### config.mk
export PLATFORM = sky130hd
export DESIGN_NAME = swarm_uart_rx
export DESIGN_NICKNAME = d
export VERILOG_FILES = /design/src/rtl/fpt_swarm_pkg.sv /design/src/rtl/swarm_uart_byte_rx.sv /design/src/rtl/swarm_uart_rx.sv
export SDC_FILE = /design/constraint.sdc
export NUM_CORES = 1
export LEC_CHECK = 0
export CELL_PAD_IN_SITES_DETAIL_PLACEMENT = 1
export CELL_PAD_IN_SITES_GLOBAL_PLACEMENT = 2
export CORE_ASPECT_RATIO = 1.75
export CORE_MARGIN = 4
export CORE_UTILIZATION = 35
export CTS_CLUSTER_DIAMETER = 150
export DETAILED_ROUTE_END_ITERATION = 7
export PLACE_DENSITY_LB_ADDON = 0.1
export SLEW_MARGIN = 5
export SYNTH_ARGS = -nofsm -noshare
export SYNTH_HDL_FRONTEND = slang
export SYNTH_HIERARCHICAL = 1
export SYNTH_SLANG_ARGS = --single-unit
### constraint.sdc
create_clock -name clk_100mhz -period 4.55 [get_ports clk_100mhz]
set_clock_uncertainty 0.15 [all_clocks]
set_input_delay 0.6825 -clock clk_100mhz [delete_from_list [all_inputs] [get_ports clk_100mhz]]
set_output_delay 0.6825 -clock clk_100mhz [all_outputs]
set_load 0.05 [all_outputs]
### src/rtl/fpt_swarm_pkg.sv
// Shared constants and types for the swarm relay command link:
// frame layout, parser states and error encodings.
package fpt_swarm_pkg;

    localparam logic [7:0]  SyncByte = 8'hA5;
    localparam int unsigned FrameLen = 5;

    localparam logic [1:0] ErrNone     = 2'b00;
    localparam logic [1:0] ErrFraming  = 2'b01;
    localparam logic [1:0] ErrChecksum = 2'b10;
    localparam logic [1:0] ErrTimeout  = 2'b11;

    // Encoded as the byte position within the frame.
    typedef enum logic [2:0] {
        StHunt = 3'd0,
        StCmd  = 3'd1,
        StDhi  = 3'd2,
        StDlo  = 3'd3,
        StCsum = 3'd4
    } parser_state_e;

endpackage

### src/rtl/swarm_uart_byte_rx.sv
// 8N1 serial-to-byte receiver: synchronizes the line, validates the start bit
// at half-bit, samples data and stop bits at mid-bit.
module swarm_uart_byte_rx #(
    parameter int unsigned CLKS_PER_BIT = 868
) (
    input  logic       clk,
    input  logic       rst_n,
    input  logic       rx,
    output logic [7:0] byte_data,
    output logic       byte_valid,
    output logic       byte_ferr
);

    localparam logic [2:0] S_IDLE  = 3'd0;
    localparam logic [2:0] S_START = 3'd1;
    localparam logic [2:0] S_DATA  = 3'd2;
    localparam logic [2:0] S_STOP  = 3'd3;
    localparam logic [2:0] S_BREAK = 3'd4;

    localparam int unsigned CntW = $clog2(CLKS_PER_BIT);
    localparam logic [CntW-1:0] HalfLast = CntW'(CLKS_PER_BIT / 2 - 1);
    localparam logic [CntW-1:0] BitLast  = CntW'(CLKS_PER_BIT - 1);

    logic            sync1_q, rx_s_q, rx_prev_q;
    logic [2:0]      state_q, state_d;
    logic [CntW-1:0] cnt_q, cnt_d;
    logic [2:0]      bit_q, bit_d;
    logic [7:0]      shift_q, shift_d;
    logic            valid_q, valid_d;
    logic            ferr_q, ferr_d;

    always_comb begin
        state_d = state_q;
        cnt_d   = cnt_q + 1'b1;
        bit_d   = bit_q;
        shift_d = shift_q;
        valid_d = 1'b0;
        ferr_d  = 1'b0;
        case (state_q)
            S_IDLE: begin
                cnt_d = '0;
                if (rx_prev_q && !rx_s_q) state_d = S_START;
            end
            S_START: begin
                if (cnt_q == HalfLast) begin
                    cnt_d   = '0;
                    bit_d   = '0;
                    state_d = rx_s_q ? S_IDLE : S_DATA;
                end
            end
            S_DATA: begin
                if (cnt_q == BitLast) begin
                    cnt_d   = '0;
                    shift_d = {rx_s_q, shift_q[7:1]};
                    bit_d   = bit_q + 3'd1;
                    if (bit_q == 3'd7) state_d = S_STOP;
                end
            end
            S_STOP: begin
                if (cnt_q == BitLast) begin
                    cnt_d = '0;
                    if (rx_s_q) begin
                        valid_d = 1'b1;
                        state_d = S_IDLE;
                    end else begin
                        ferr_d  = 1'b1;
                        state_d = S_BREAK;
                    end
                end
            end
            S_BREAK: begin
                // A line still low one bit after a bad stop is a held break:
                // treat that instant as a validated start so breaks repeat every 10 bits.
                if (cnt_q == BitLast) begin
                    cnt_d   = '0;
                    bit_d   = '0;
                    state_d = rx_s_q ? S_IDLE : S_DATA;
                end
            end
            default: begin
                cnt_d   = '0;
                state_d = S_IDLE;
            end
        endcase
    end

    always_ff @(posedge clk or negedge rst_n) begin
        if (!rst_n) begin
            sync1_q   <= 1'b1;
            rx_s_q    <= 1'b1;
            rx_prev_q <= 1'b1;
            state_q   <= S_IDLE;
            cnt_q     <= '0;
            bit_q     <= '0;
            shift_q   <= '0;
            valid_q   <= 1'b0;
            ferr_q    <= 1'b0;
        end else begin
            sync1_q   <= rx;
            rx_s_q    <= sync1_q;
            rx_prev_q <= rx_s_q;
            state_q   <= state_d;
            cnt_q     <= cnt_d;
            bit_q     <= bit_d;
            shift_q   <= shift_d;
            valid_q   <= valid_d;
            ferr_q    <= ferr_d;
        end
    end

    assign byte_data  = shift_q;
    assign byte_valid = valid_q;
    assign byte_ferr  = ferr_q;

endmodule

### src/rtl/swarm_uart_rx.sv
// Swarm relay command receiver: frames A5/CMD/DHI/DLO/CSUM bytes from the
// UART, checks the xor checksum and enforces an inter-byte timeout.
module swarm_uart_rx #(
    parameter int unsigned CLK_HZ       = 100_000_000,
    parameter int unsigned BAUD         = 115200,
    parameter int unsigned TIMEOUT_BITS = 32
) (
    input  logic        clk_100mhz,
    input  logic        rst_n,
    input  logic        uart_rx,
    output logic [15:0] motor_command,
    output logic [7:0]  cmd_id,
    output logic        cmd_valid,
    output logic        frame_err,
    output logic [1:0]  err_code,
    output logic        rx_busy
);
    import fpt_swarm_pkg::*;

    localparam int unsigned   ClksPerBit = CLK_HZ / BAUD;
    localparam logic [31:0]   TmoMax     = 32'(TIMEOUT_BITS * ClksPerBit);
    localparam parser_state_e LastState  = parser_state_e'(3'(FrameLen - 1));

    logic [7:0]    byte_data;
    logic          byte_valid, byte_ferr;
    parser_state_e state_q, state_d;
    logic [7:0]    cmd_q, cmd_d, dhi_q, dhi_d, dlo_q, dlo_d;
    logic [31:0]   tmo_q, tmo_d;
    logic [15:0]   motor_d;
    logic [7:0]    id_d;
    logic          valid_d, ferr_d;
    logic [1:0]    code_d;

    swarm_uart_byte_rx #(
        .CLKS_PER_BIT(ClksPerBit)
    ) u_byte_rx (
        .clk       (clk_100mhz),
        .rst_n     (rst_n),
        .rx        (uart_rx),
        .byte_data (byte_data),
        .byte_valid(byte_valid),
        .byte_ferr (byte_ferr)
    );

    always_comb begin
        state_d = state_q;
        cmd_d   = cmd_q;
        dhi_d   = dhi_q;
        dlo_d   = dlo_q;
        motor_d = motor_command;
        id_d    = cmd_id;
        valid_d = 1'b0;
        ferr_d  = 1'b0;
        code_d  = err_code;

        if (state_q == StHunt || byte_valid || byte_ferr) begin
            tmo_d = '0;
        end else if (tmo_q != TmoMax) begin
            tmo_d = tmo_q + 32'd1;
        end else begin
            tmo_d = tmo_q;
        end

        // Byte completion is checked before the timeout so it wins a tie.
        if (byte_ferr) begin
            state_d = StHunt;
            ferr_d  = 1'b1;
            code_d  = ErrFraming;
        end else if (byte_valid) begin
            unique case (state_q)
                StHunt: if (byte_data == SyncByte) state_d = StCmd;
                StCmd: begin
                    cmd_d   = byte_data;
                    state_d = StDhi;
                end
                StDhi: begin
                    dhi_d   = byte_data;
                    state_d = StDlo;
                end
                StDlo: begin
                    dlo_d   = byte_data;
                    state_d = LastState;
                end
                LastState: begin
                    state_d = StHunt;
                    if (byte_data == (cmd_q ^ dhi_q ^ dlo_q)) begin
                        motor_d = {dhi_q, dlo_q};
                        id_d    = cmd_q;
                        valid_d = 1'b1;
                    end else begin
                        ferr_d = 1'b1;
                        code_d = ErrChecksum;
                    end
                end
                default: state_d = StHunt;
            endcase
        end else if (state_q != StHunt && tmo_q == TmoMax) begin
            state_d = StHunt;
            ferr_d  = 1'b1;
            code_d  = ErrTimeout;
        end
    end

    always_ff @(posedge clk_100mhz or negedge rst_n) begin
        if (!rst_n) begin
            state_q       <= StHunt;
            cmd_q         <= '0;
            dhi_q         <= '0;
            dlo_q         <= '0;
            tmo_q         <= '0;
            motor_command <= '0;
            cmd_id        <= '0;
            cmd_valid     <= 1'b0;
            frame_err     <= 1'b0;
            err_code      <= ErrNone;
        end else begin
            state_q       <= state_d;
            cmd_q         <= cmd_d;
            dhi_q         <= dhi_d;
            dlo_q         <= dlo_d;
            tmo_q         <= tmo_d;
            motor_command <= motor_d;
            cmd_id        <= id_d;
            cmd_valid     <= valid_d;
            frame_err     <= ferr_d;
            err_code      <= code_d;
        end
    end

    assign rx_busy = (state_q != StHunt);

endmodule

# == Word level (Yosys, flattened, before mapping) ==
# Cells that the tools add are included.
# word_totals
ff_bits,116
latch_bits,0
ramBits,0
mem_bits_ro,0
in_bits,3
output_inout_bits,29
elab_cells,113
n_memories,0
# op_classes
add_sub_neg,3
multipliers,0
div,0
n_lt_le_gt_ge,0
n_eq_ne,24
n_shift,0
mux,43
bitwise_logic,3
n_reduce_logical,21
# ops
op,n
2-to-1 mux 32 bit,2
2-to-1 mux 3 bit,14
"adder 32 x 1 -> 32 bit, second input constant",1
"equality test 32 x 15 -> 1 bit, second input constant",1
"inequality test 32 x 15 -> 1 bit, second input constant",1
2-to-1 mux 10 bit,2
one-hot mux 10 bit (2 select lines),1
bitwise XOR 8 bit,2
2-to-1 mux 1 bit,15
one-hot mux 3 bit (5 select lines),1
"equality test 3 x 2 -> 1 bit, second input constant",4
2-to-1 mux 2 bit,6
"inequality test 2 x 1 -> 1 bit, second input constant",6
one-hot mux 3 bit (4 select lines),1
AND reduction 3 bit,4
"adder 10 x 1 -> 10 bit, second input constant",1
"equality test 10 bit, second input constant",1
"equality test 10 x 9 -> 1 bit, second input constant",1
"equality test 3 bit, second input constant",3
one-hot mux 3 bit (3 select lines),1
nonzero test 3 bit,3
equality test 8 bit,1
"equality test 8 bit, second input constant",1
AND reduction 4 bit,2
other kinds (13),19

# == Longest topological paths before layout ==
# logic_depth
ltp_word,7
depth_mapped,7
depth_no_buf,7

# == Hierarchy ==
# Netlist, hierarchy kept.
# modules_own_cells
module,n_inst,cells_per_inst,area_per_inst_um2,seq_area_each_um2
swarm_uart_rx,1,351,4154.0,2177.1
swarm_uart_byte_rx,1,123,1461.4,729.4

# == Least setup slack after synthesis ==
# No wires, ideal clock.
# synth_timing
path_type,register -> register
startpoint,reg u_byte_rx.shift_q[7] (netlist: u_byte_rx/byte_data[7])
endpoint,reg cmd_id[7]
arrival_time_ps,1887
required_time_ps,4275
slack_ps,2388
path_stages_with_launch,7
period_less_slack_ps,2162
cell_sequence,dfrtp_1 xor2_1 xnor2_1 nor4_1 nand3_2 buf_6 mux2_4
# synth_via
elab_chain_len,2
# synth_rtl
element,line_no,source
start: declaration,swarm_uart_byte_rx.sv:28,"logic [7:0] shift_q, shift_d;"
start signal: assignment,swarm_uart_byte_rx.sv:105,shift_q <= shift_d;
equality test 8 bit,swarm_uart_rx.sv:86,if (byte_data == (cmd_q ^ dhi_q ^ dlo_q)) begin
AND reduction 4 bit (no line),n/a,
end signal: assignment,swarm_uart_rx.sv:123,cmd_id <= id_d;
end: declaration,swarm_uart_rx.sv:12,"output logic [7:0] cmd_id,"
# No other way between the ends.
# A chain may end at the register's enable or synchronous reset.

==> flow_metrics.env <==
export IMPL_gp_congestion=0.762
export IMPL_setup_viol=0
export IMPL_clockBufferDepth=2
export IMPL_min_path_type="in -> async"
export IMPL_yosysSeqAreaShare=0.518
export IMPL_multi_input_area_um2=2560
export IMPL_drv_cap=0
export IMPL_io_pins=32
export IMPL_regArea_um2=2910
export IMPL_slew_headroom=0.344
export IMPL_syn_cell_area_um2=5620
export IMPL_num_vias=3710
export IMPL_r2r_slack_ps=1610
export IMPL_dp_hpwl_um=9450
export IMPL_nets=522
export IMPL_die_w_um=104
export IMPL_path_delay_family="buffers and inverters"
export IMPL_wl_met2_um=7670
export IMPL_powerDensity_nw_per_um2=379
export IMPL_htree_levels=4
export IMPL_r2r_cells=6
export IMPL_cts_root_buffer="clkbuf_16"
export IMPL_clk_latency_ps=410
export IMPL_hold_viol_final=0
export IMPL_clk_pin_slew_worst_paths_ps=60
export IMPL_antenna_found_initial=0
export IMPL_cts_buffers=17
export IMPL_cts_sinks=116
export IMPL_p_leak_nw=2.93
export IMPL_dr_max_layer_used="met4"
export IMPL_drive_gt1_frac=0.226
export IMPL_cp_num_buf_inv=2
export IMPL_synth_edf_count=0
export IMPL_fillers=1702
export IMPL_ys_types=60
export IMPL_wl_per_cell_um=18.7
export IMPL_port_buffers=31
export IMPL_viasPerCell=5.19
export IMPL_netlist_instances=474
export IMPL_critical_path_arrival_ps=2110
export IMPL_drtIter0Drc=75
export IMPL_grt_pass1_vias=4347
export IMPL_yosys_warnings=6
export IMPL_area_growth_pct=18.9
export IMPL_met1_length_um=5210
export IMPL_wirelength_um=13400
export IMPL_worstMarginPinSlew_ps=979
export IMPL_slowest_delay_ps=710
export IMPL_drcViolationCount=0
export IMPL_track_usage=0.158
export IMPL_crit_slowest_cell="clkdlybuf4s50_1"
export IMPL_place_ws_ps=1620
export IMPL_initial_core_util=0.355
export IMPL_die_area_um2=18200
export IMPL_status="finished clean"
export IMPL_fmax_mhz=339
export IMPL_met3WireLength_um=263
export IMPL_hold_buffers=0
export IMPL_cts_resized=0
export IMPL_path_class="reg -> out"
export IMPL_ys_ff_latch=116
export IMPL_peakVddDrop_uv=191
export IMPL_antennaDiodeCount=0
export IMPL_die_h_um=176
export IMPL_first_pass_iters=4
export IMPL_cp_cell_sequence="nor3_1 -> inv_1 -> clkdlybuf4s50_1"
export IMPL_overflow=0
export IMPL_grt_pass1_wl_um=22900
export IMPL_slew_violations=0
export IMPL_ys_flop_type="dfrtp_1"
export IMPL_cp_max_fo=9
export IMPL_cts_tree="yes"
export IMPL_syn_avg_cell_area_um2=11.8
export IMPL_grt_max_degree=44
export IMPL_cp_data_required_time_ps=3720
export IMPL_fin_ws_ps=1600
export IMPL_ys_async_sr_fraction=1.00
export IMPL_worstSetupStartpointType="register"
export IMPL_finalSetupTns_ps=0
export IMPL_rsz0062_at_grt="no"
export IMPL_end_kind="output pin"
export IMPL_min_period_ps=2950
export IMPL_coreArea_um2=15800
export IMPL_rows=61
export IMPL_final_antenna_net_count=0
export IMPL_min_period_over_period=0.647
export IMPL_synthesis_nets=483
export IMPL_cts_setup_buffers=0
export IMPL_cp_depth=3
## final timing paths
check,to,start
hold / removal,tmo_q[13],rst_n
min in group clk_100mhz,u_byte_rx/rx_s_q,u_byte_rx/sync1_q
setup / recovery,rx_busy,state_q[1]
hold reg to reg,u_byte_rx/rx_s_q,u_byte_rx/sync1_q
max in group asynchronous,u_byte_rx/rx_prev_q,rst_n
setup reg to reg,motor_command[6],u_byte_rx/byte_data[7]
## per-stage QoR
step / area [µm²] / power [mW] / hold WS (ps) / instances / utilization
finish: 6670 / 2.53 / 90.9 / 715 / 0.422
detailed placement: 6100 / 1.26 / 200 / 683 / 0.386
global route: 6670 / 2.65 / 130 / 715 / 0.422
global placement: 6100 / 1.26 / 201 / 683 / 0.386
CTS: 6670 / 2.58 / 97.1 / 715 / 0.422
floorplan: 5620 / 1.21 / 195 / 474 / -
## synth_stat cells (2+ instances only)
| master | instances | share of area |
|---|---|---|
| nor3_1 | 13 | 0.012 |
| o21ai_0 | 5 | 0.0045 |
| and4_1 | 3 | 0.0047 |
| mux2_2 | 37 | 0.074 |
| nor4_1 | 14 | 0.016 |
| dfrtp_1 | 113 | 0.50 |
| xor2_1 | 19 | 0.030 |
| mux2i_1 | 3 | 0.0053 |
| clkbuf_1 | 7 | 0.0047 |
| or3_1 | 5 | 0.0056 |
| and3_1 | 3 | 0.0033 |
| buf_6 | 3 | 0.0060 |
| nand3_1 | 21 | 0.019 |
| dfstp_2 | 3 | 0.014 |
| nor2_1 | 51 | 0.034 |
| inv_1 | 14 | 0.0094 |
| mux2_4 | 19 | 0.051 |
| or3b_2 | 3 | 0.0047 |
| buf_2 | 4 | 0.0036 |
| a21oi_1 | 15 | 0.013 |
| and4bb_2 | 2 | 0.0045 |
| nor4bb_1 | 2 | 0.0036 |
| nand4_1 | 11 | 0.012 |
| ha_1 | 6 | 0.013 |
| xnor2_1 | 41 | 0.064 |
| nand2_1 | 21 | 0.014 |
| o221ai_1 | 2 | 0.0031 |
| nor4b_1 | 2 | 0.0031 |
## metal layers
layer / global-route usage / up-vias
met4: 0.0588 / 0
met3: 0.0309 / 14
met1: 0.169 / 1910
li1: - / 1746
met5: 0 / -
met2: 0.304 / 40
## flip-flops by register name, summed over array words and instances, names as in the netlist
name / cells
cmd_id: 8
cmd_q: 8
cmd_valid: 1
dhi_q: 8
dlo_q: 8
err_code: 2
frame_err: 1
motor_command: 16
state_q: 3
tmo_q: 32
u_byte_rx/bit_q: 3
u_byte_rx/byte_data: 8
u_byte_rx/byte_ferr: 1
u_byte_rx/byte_valid: 1
u_byte_rx/cnt_q: 10
u_byte_rx/rx_prev_q: 1
u_byte_rx/rx_s_q: 1
u_byte_rx/state_q: 3
u_byte_rx/sync1_q: 1
## final cells by class
type                            instances  area share
Timing Repair Buffer                   36      0.0517
Clock buffer                           17      0.0637
Clock inverter                         15      0.0223
Multi-Input combinational cell        328       0.383
Tap cell                              189      0.0354
Inverter                               14     0.00787
Sequential cell                       116       0.436
## power by group
part | switching, mW | internal (mW)
logic | 0.0709 | 0.0513
registers | 0.0521 | 1.07
clock network | 0.521 | 0.766
total | 0.644 | 1.88
## logic make-up (layout without fill, tap and decap cells)
family / after synthesis / after routing / synth area share
compound gates: 33 / 33 / 0.0419
xor+xnor: 60 / 60 / 0.0936
fa+ha+maj: 6 / 6 / 0.0134
buf+inv: 30 / 82 / 0.0267
flops: 116 / 116 / 0.518
mux: 59 / 59 / 0.130
simple gates: 170 / 170 / 0.176
## placed cells by master, fill, tap and decap left out, drive strengths merged, types with 5 or more instances in the layout
cell,n
dfrtp,113
mux2,56
nor2,52
xnor2,41
clkdlybuf4s50,30
nand3,22
nand2,21
inv,20
xor2,19
clkbuf,17
a21oi,15
nor4,15
nor3,14
nand4,13
clkinv,7
ha,6
buf,6
o21ai,6
or3,5
Note: power is estimated with default switching activity, not from simulation.
